===== config.mk =====
export PLATFORM = sky130hd
export DESIGN_NAME = sa_result_drain
export DESIGN_NICKNAME = d
export VERILOG_FILES = /design/src/rtl/sa_pkg.sv /design/src/rtl/sa_prio_enc.sv /design/src/rtl/sa_result_drain.sv
export SDC_FILE = /design/constraint.sdc
export NUM_CORES = 1
export LEC_CHECK = 0
export ABC_AREA = 1
export BUFFER_PORTS_ARGS = -buffer_cell sky130_fd_sc_hd__buf_2
export CELL_PAD_IN_SITES_DETAIL_PLACEMENT = 0
export CELL_PAD_IN_SITES_GLOBAL_PLACEMENT = 1
export CORE_MARGIN = 5
export CORE_UTILIZATION = 44
export CTS_CLUSTER_DIAMETER = 100
export DETAILED_ROUTE_END_ITERATION = 16
export GPL_ROUTABILITY_DRIVEN = 0
export PLACE_DENSITY_LB_ADDON = 0.1
export SYNTH_ARGS = -nofsm -noshare
export SYNTH_HDL_FRONTEND = slang
export SYNTH_HIERARCHICAL = 1
export SYNTH_SLANG_ARGS = --single-unit

===== constraint.sdc =====
create_clock -name clk -period 39.6 [get_ports clk]
set_input_delay 3.96 -clock clk [delete_from_list [all_inputs] [get_ports clk]]
set_output_delay 3.96 -clock clk [all_outputs]
set_load 0.05 [all_outputs]

===== src/rtl/sa_pkg.sv =====
// Shared definitions for the systolic-array result path: default geometry,
// result word type and the drain FSM state encoding.
package sa_pkg;

  localparam int unsigned SA_ROWS = 8;
  localparam int unsigned SA_DW   = 32;

  typedef logic [SA_DW-1:0] sa_word_t;

  typedef enum logic {
    StIdle,
    StDrain
  } drain_state_t;

endpackage


===== src/rtl/sa_prio_enc.sv =====
// Lowest-set-bit priority encoder: returns binary index, any-set flag and the
// isolated lowest bit as a one-hot vector.
module sa_prio_enc #(
  parameter  int unsigned ROWS = 8,
  localparam int unsigned RW   = (ROWS > 1) ? $clog2(ROWS) : 1
) (
  input  logic [ROWS-1:0] mask,
  output logic [RW-1:0]   idx,
  output logic            any,
  output logic [ROWS-1:0] onehot
);

  always_comb begin
    idx    = '0;
    onehot = '0;
    any    = |mask;
    // Scan downwards so the lowest set bit is the last one written.
    for (int i = ROWS - 1; i >= 0; i--) begin
      if (mask[i]) begin
        idx       = RW'(i);
        onehot    = '0;
        onehot[i] = 1'b1;
      end
    end
  end

endmodule


===== src/rtl/sa_result_drain.sv =====
// Captures a set of per-row core results with a one-cycle acknowledge, then
// streams the valid rows in ascending order on a valid/ready interface.
module sa_result_drain
  import sa_pkg::*;
#(
  parameter  int unsigned ROWS = SA_ROWS,
  parameter  int unsigned DW   = SA_DW,
  localparam int unsigned RW   = (ROWS > 1) ? $clog2(ROWS) : 1
) (
  input  logic                     clk,
  input  logic                     rst,
  input  logic [ROWS-1:0][DW-1:0]  routport,
  input  logic [ROWS-1:0]          rvalidport,
  output logic                     outread,
  output logic [DW-1:0]            m_data,
  output logic [RW-1:0]            m_row,
  output logic                     m_last,
  output logic                     m_valid,
  input  logic                     m_ready,
  output logic                     busy
);

  drain_state_t              state_q, state_d;
  logic [ROWS-1:0]           mask_q, mask_d;
  logic [ROWS-1:0][DW-1:0]   buf_q;
  logic                      outread_q, outread_d;

  logic [RW-1:0]             sel_idx;
  logic                      mask_any;
  logic [ROWS-1:0]           sel_onehot;
  logic                      single;
  logic                      capture;

  sa_prio_enc #(
    .ROWS (ROWS)
  ) u_prio_enc (
    .mask   (mask_q),
    .idx    (sel_idx),
    .any    (mask_any),
    .onehot (sel_onehot)
  );

  // Exactly one row left when the mask equals its own lowest set bit.
  assign single  = mask_any && (mask_q == sel_onehot);
  // outread gating keeps a still-held result set from being captured twice.
  assign capture = (state_q == StIdle) && (|rvalidport) && !outread_q;

  always_comb begin
    state_d   = state_q;
    mask_d    = mask_q;
    outread_d = 1'b0;
    m_valid   = 1'b0;
    m_data    = '0;
    m_row     = '0;
    m_last    = 1'b0;
    case (state_q)
      StIdle: begin
        if (capture) begin
          mask_d    = rvalidport;
          outread_d = 1'b1;
          state_d   = StDrain;
        end
      end
      StDrain: begin
        m_valid = 1'b1;
        m_row   = sel_idx;
        m_data  = buf_q[sel_idx];
        m_last  = single;
        if (m_ready) begin
          mask_d = mask_q & ~sel_onehot;
          if (single) begin
            state_d = StIdle;
          end
        end
      end
      default: state_d = StIdle;
    endcase
  end

  always_ff @(posedge clk) begin
    if (rst) begin
      state_q   <= StIdle;
      mask_q    <= '0;
      outread_q <= 1'b0;
    end else begin
      state_q   <= state_d;
      mask_q    <= mask_d;
      outread_q <= outread_d;
    end
  end

  // Data buffer needs no reset: it is only read under a non-zero mask.
  always_ff @(posedge clk) begin
    if (capture && !rst) begin
      buf_q <= routport;
    end
  end

  assign outread = outread_q;
  assign busy    = (state_q != StIdle);

endmodule


# Word level (Yosys, flattened, before mapping)
# Index checks and enable logic that the tools add are counted.
[word_totals] ff_bits=266 latch_bits=0 mem_bits_rw=0 romBits=0 input_bits=267 output_inout_bits=39 elab_cells=57 memories=0
[classes] add_sub_neg=0 multipliers=0 div_mod_pow=0 order_cmp=1 n_eq_ne=3 shift=0 mux=29 n_bitwise=3 reduce_logical=10
[ops] op="$bmux W32 S3" count=1
[ops] op="$mux W8" count=10
[ops] op="$mux W32" count=2
[ops] op="$mux W3" count=9
[ops] op="$pmux W8 S2" count=1
[ops] op="$reduce_or A8 Y1" count=2
[ops] op="$and A8 B8 Y8" count=1
[ops] op="$eq A8 B8 Y1" count=1
[ops] op="$not A8 Y8" count=1
[ops] op="$mux W1" count=5
[ops] op="$logic_and A1 B1 Y1" count=4
[ops] op="$lt A3 B4 Y1 const B" count=1
[ops] op="$ne A2 B2 Y1 const B" count=2
[ops] op="$logic_not A1 Y1" count=2
[ops] op="$pmux W1 S2" count=1
[ops] op="$reduce_and A2 Y1" count=1
[ops] op="$reduce_or A2 Y1" count=1
[ops] op="$not A1 Y1" count=1

# Longest topological paths before layout
[depth] word_depth=13 depth_mapped=14 mapped_depth_nobuf=11

# Modules after synthesis
# The synthesis kept the hierarchy.
[by_module_without_submodules] module="sa_result_drain" instances=1 cells_per_inst=910 area_per_inst_um2=10779.1 seq_area_each_um2=7887.6
[by_module_without_submodules] module="sa_prio_enc" instances=1 cells_per_inst=32 area_per_inst_um2=190.2 seq_area_each_um2=0.0

# Worst setup path after synthesis
# OpenSTA, ideal clock, no wires.
[synth_timing] kind="input -> register" startpoint="in rvalidport[1]" endpoint="reg buf_q[0] in the netlist's numbering (enable)" setup_time_ns=0.882 t_arrival_ns=15.031 required_time_ns=38.718 slack_ns=23.686 path_stages=5 path_buffers=1 path_cell_list="nor2_1 -> nand2_1 -> o21ai_4 -> buf_6 -> nor2_1"
[synth_between] elab_chain_len=4
[synth_rtl] item="start: declaration" line="sa_result_drain.sv:13" source="input logic [ROWS-1:0] rvalidport,"
[synth_rtl] item="$reduce_or A8 Y1" line="sa_result_drain.sv:46" source="assign capture = (state_q == StIdle) && (|rvalidport) && !outread_q;"
[synth_rtl] item="$logic_and A1 B1 Y1 (2 in series)" line="sa_result_drain.sv:46"
[synth_rtl] item="$logic_and A1 B1 Y1" line="sa_result_drain.sv:94" source="if (capture && !rst) begin"
[synth_rtl] item="end signal: assignment" line="sa_result_drain.sv:95" source="buf_q <= routport;"
[synth_rtl] item="end: declaration" line="sa_result_drain.sv:25" source="logic [ROWS-1:0][DW-1:0] buf_q;"
# Every way passes these cells.
# A chain may end at the register's enable or synchronous reset.

# Worst setup path in the final report
[layout_timing] startpoint="reg mask_q[2]" endpoint="out m_data[2]"
[layout_between] elab_chain_len=6
[layout_rtl] item="start: declaration" line="sa_result_drain.sv:24" source="logic [ROWS-1:0] mask_q, mask_d;"
[layout_rtl] item="start signal: assignment" line="sa_result_drain.sv:87" source="mask_q <= mask_d;"
[layout_rtl] item="$mux W3 (3 in series)" line="sa_prio_enc.sv:19" source="if (mask[i]) begin"
[layout_rtl] item="via sel_idx[0]" line="sa_result_drain.sv:28" source="logic [RW-1:0] sel_idx;"
[layout_rtl] item="$bmux W32 S3" line="sa_result_drain.sv:67" source="m_data = buf_q[sel_idx];"
[layout_rtl] item="$mux W32 (not written as such)" line="sa_result_drain.sv:67"
[layout_rtl] item="$mux W32" line="sa_result_drain.sv:56" source="case (state_q)"
[layout_rtl] item="end: declaration" line="sa_result_drain.sv:15" source="output logic [DW-1:0] m_data,"
# The timed path passes the listed nets, and every way through them passes these cells. The select of a mux whose other input is x is not followed.

==> results_tabular.tex <==
\begin{tabular}{lr}
\hline
Metric & Value \\
\hline
\multicolumn{2}{l}{\textbf{Timing}} \\
Clk\_skew & 0.0124 ns \\
Transition at the pin with the smallest max-transition slack & 1.18 ns \\
Setup-violating endpoint count in the final report & 0 \\
Relative slew slack & 0.210 \\
Number of hold violations in the final report & 0 \\
Share of the clock period used by the worst path after layout & 0.198 \\
Final min period & 7.86 ns \\
Fin. max-slew vios & 0 \\
Total Neg Setup Slack & 0 ns \\
Achievable frequency & 0.127 GHz \\
PnR worst setup slack & 31.74 ns \\
Setup repair after global routing missed its margin & false \\
\multicolumn{2}{l}{\textbf{Synthesis}} \\
Number of different library cells in the post-synthesis netlist & 27 \\
Sequential area share after synthesis & 0.719 \\
Main combinational cell family by area after synthesis & simple AND/OR/NAND/NOR gates \\
Cell accounting for the most synthesized area & sky130\_fd\_sc\_hd\_\_edfxtp\_1 \\
Post-synth net total & 1217 \\
Number of synthesized register bits & 266 \\
Area share of the leading cell type in the synthesized netlist & 0.701 \\
Post-synthesis share of cell area spent on and, or, nand and nor gates & 0.137 \\
Synthesized area & 11000 um2 \\
Post-synthesis mux area share & 0 \\
Synth top area cells & sky130\_fd\_sc\_hd\_\_edfxtp\_1 (70\%), sky130\_fd\_sc\_hd\_\_nor2\_1 (7.4\%), sky130\_fd\_sc\_hd\_\_o21ai\_0 (6.4\%) \\
Xor/xnor cell area share of the yosys netlist & 0 \\
Avg Inst Size Synth & 11.6 um2 \\
Number of synthesis warnings & 6 \\
Synthesized netlist cell count & 942 \\
Adder-Cell Fraction of Synth Area & 0.00913 \\
Synthesized-area fraction occupied by ao, oa, aoi and oai cells & 0.0949 \\
\multicolumn{2}{l}{\textbf{Power}} \\
Max rail drop VDD & 0.0425 mV \\
Power density relative to cell area & 61.4 nW/um2 \\
Combinational share of power & 0.266 \\
Int Pwr & 0.567 mW \\
Clk pwr share & 0.324 \\
Fraction of power spent switching nets & 0.325 \\
Cell leakage power & 5.50 nW \\
Part of the power in registers & 0.410 \\
Net Switching & 0.273 mW \\
\multicolumn{2}{l}{\textbf{Critical path}} \\
Critical Path RT & 35.64 ns \\
Worst reg2reg path depth & 5 \\
Worst path cell trace & inv\_1, a21oi\_1, a21oi\_4, buf\_4, inv\_4, buf\_4, o21ai\_0, o21ai\_0, nand2\_1, nand2\_1, buf\_2 \\
Kind of launch point of the worst setup path & register \\
Maximum fanout count along the critical path & 114 \\
Critical register-to-register path endpoint & buf\_q[148] \\
Category of cells accounting for the largest share of critical-path delay & buffers and inverters \\
Flop-to-flop setup slack & 36.47 ns \\
Class of the most critical setup path & register to output pin \\
Endpoint type of the worst setup path & output pin \\
Worst stage delay on the critical path & 0.92 ns \\
Number of buffer and inverter instances along the worst setup path & 5 \\
Critical path arrival & 3.90 ns \\
Reg2reg start & busy \\
Worst-path cell with the longest stage delay & sky130\_fd\_sc\_hd\_\_buf\_4 \\
\multicolumn{2}{l}{\textbf{Clock tree}} \\
CTS H-Tree Depth & 1 \\
Root cell of the clock tree & sky130\_fd\_sc\_hd\_\_clkbuf\_16 \\
Clock-pin slew on the worst setup and hold paths & 0.06 ns \\
Number of hold buffers added after cts & 0 \\
CTS tree & yes \\
Cells resized by post-CTS repair & 0 \\
Clock latency of the later-clocked register in the worst-skew pair & 0.54 ns \\
Number of buffers created by CTS & 28 \\
CTS sink count & 266 \\
Worst-case clock buffer depth & 3 \\
Post CTS Setup Buffer Count & 0 \\
\multicolumn{2}{l}{\textbf{Global routing}} \\
Global-route wire length before repair & 41300 um \\
Number of global-route vias before repair & 7838 \\
Maximum number of pins on one net before global-route repair & 189 \\
Residual overflow from global routing & 0 \\
Number of antenna violations at the first check in global routing & 20 \\
Overall fraction of global-route tracks in use & 0.186 \\
\multicolumn{2}{l}{\textbf{Cells and area}} \\
Nets & 1506 \\
Fraction of final layout cells with drive strength greater than 1 & 0.296 \\
Area of the multi-input gates & 2690 um2 \\
Number of fill cells in the layout & 2140 \\
Footprint of the flip-flops and latches & 7890 um2 \\
Area Growth Syn to Fin & 24.6\% \\
\multicolumn{2}{l}{\textbf{Routing}} \\
M1 wire length & 11000 um \\
Total routed wirelength & 27700 um \\
Total number of vias & 7846 \\
WL per Instance & 17.5 um \\
Residual antenna-violating net count after detailed routing & 0 \\
Iter 0 DRT Violations & 535 \\
Highest signal layer in the routed design & met5 \\
Met2 WL post-DR & 13400 um \\
Remaining design rule violation count & 0 \\
Vias per inst & 4.95 \\
Detailed-routing iteration count for the pre-antenna-repair pass & 5 \\
Met3 routed WL & 2350 um \\
\multicolumn{2}{l}{\textbf{Floorplanning}} \\
Height of the die & 168 um \\
Die X & 168 um \\
Initial Util & 0.448 \\
Core Area & 24500 um2 \\
Die Outline Area & 28200 um2 \\
Number of standard-cell rows in the floorplan & 57 \\
Number of top-level pins & 306 \\
\multicolumn{2}{l}{\textbf{Min path}} \\
Hold endpoint & mask\_q[7] \\
Hold Path Stages & 4 \\
Origin of the worst min-delay path & mask\_q[7] \\
Min-delay worst type & register to register \\
\multicolumn{2}{l}{\textbf{Placement}} \\
HPWL after DPL & 18100 um \\
Port Buffers & 305 \\
Worst slack at placement & 32.21 ns \\
\multicolumn{2}{l}{\textbf{Flow run}} \\
Number of max-capacitance violations reported & 0 \\
\multicolumn{2}{l}{\textbf{Outcome}} \\
Result of the run & finished clean \\
\hline
\end{tabular}
worst reg2reg max path, cell delays in order, from the launching register on:
cell and delay (ns):
sky130_fd_sc_hd__dfxtp_1 0.52, sky130_fd_sc_hd__nor2_1 0.28, sky130_fd_sc_hd__o21ai_4 0.20, sky130_fd_sc_hd__nor2_4 0.15, sky130_fd_sc_hd__buf_12 0.57, sky130_fd_sc_hd__buf_4 0.99
cells by family (layout without fill, tap and decap cells):
group           after synthesis  after routing
simple gates                380            380
flops                       266            266
compound gates              205            205
buf+inv                      83            394
fa+ha+maj                     8              8
other cells                   0              8
synth_stat cells, drive strengths merged:
library cell,instances
a21oi,12
and3,1
buf,33
clkbuf,20
dfxtp,10
edfxtp,256
ha,8
inv,30
nand2,144
nand3,10
nand4,1
nor2,220
nor3,3
o21ai,193
or2,1
per-layer routing:
metal | track usage | up-vias
met1 | 0.230 | 3620
li1 | - | 3850
met3 | 0.0567 | 70
met5 | 0 | -
met2 | 0.318 | 282
met4 | 0.0540 | 24
power groups by stage:
stage | clock (mW) | sequential (mW) | combinational (mW)
after floorplan | 0 | 0.359 | 0.169
after global placement | 0 | 0.350 | 0.226
after detailed placement | 0 | 0.350 | 0.226
after CTS | 0.278 | 0.344 | 0.227
after global routing | 0.290 | 0.346 | 0.249
final | 0.272 | 0.344 | 0.223
state kept, by name (all words and copies together), names as in the netlist:
name,count
buf_q,256
mask_q,8
busy,1
outread,1
metrics by stage:
step	hold slack [ns]	instance area, um2	utilization	power, mW	std cells
after floorplan	0.546	11000	-	0.528	942
after detailed placement	0.580	12700	0.519	0.576	1525
after CTS	0.591	13700	0.558	0.850	1577
final	0.587	13700	0.559	0.840	1585
after global placement	0.566	12700	0.519	0.576	1525
after global routing	0.625	13700	0.559	0.886	1585
layout by cell type, fill, tap and decap left out, types with 2 or more instances in the layout:
| cell type | n |
|---|---|
| sky130_fd_sc_hd__buf_2 | 305 |
| sky130_fd_sc_hd__edfxtp_1 | 256 |
| sky130_fd_sc_hd__nor2_1 | 213 |
| sky130_fd_sc_hd__nand2_1 | 143 |
| sky130_fd_sc_hd__o21ai_0 | 141 |
| sky130_fd_sc_hd__o21ai_1 | 50 |
| sky130_fd_sc_hd__clkbuf_16 | 28 |
| sky130_fd_sc_hd__inv_1 | 27 |
| sky130_fd_sc_hd__a21oi_1 | 10 |
| sky130_fd_sc_hd__dfxtp_1 | 10 |
| sky130_fd_sc_hd__clkinv_1 | 10 |
| sky130_fd_sc_hd__nand3_1 | 9 |
| sky130_fd_sc_hd__diode_2 | 8 |
| sky130_fd_sc_hd__ha_1 | 8 |
| sky130_fd_sc_hd__bufinv_16 | 6 |
| sky130_fd_sc_hd__buf_4 | 6 |
| sky130_fd_sc_hd__nor2_4 | 5 |
| sky130_fd_sc_hd__clkinv_2 | 4 |
| sky130_fd_sc_hd__clkbuf_1 | 3 |
| sky130_fd_sc_hd__nor3_2 | 3 |
| sky130_fd_sc_hd__nor2_2 | 2 |
| sky130_fd_sc_hd__inv_2 | 2 |
| sky130_fd_sc_hd__a21oi_4 | 2 |
worst max-delay path by stage:
stage                             start   endpoint  slack (ns)  cells past startpoint
after global placement        mask_q[2]  m_data[2]       32.17                     11
final                         mask_q[2]  m_data[2]       31.74                     11
after global routing          mask_q[2]  m_data[2]       31.36                     11
after CTS                     mask_q[2]  m_data[2]       31.62                     11
after floorplan           rvalidport[1]   buf_q[0]       23.69                      5
after detailed placement      mask_q[2]  m_data[2]       32.21                     11
final cells by class:
cell class,count,share of cell area
Clock inverter,21,0.0186
Antenna cell,8,0.00146
Inverter,30,0.00842
Tap cell,324,0.0297
Timing Repair Buffer,312,0.116
Clock buffer,31,0.0521
Sequential cell,266,0.577
Multi-Input combinational cell,593,0.196
Power figures use the tool's default switching activity.
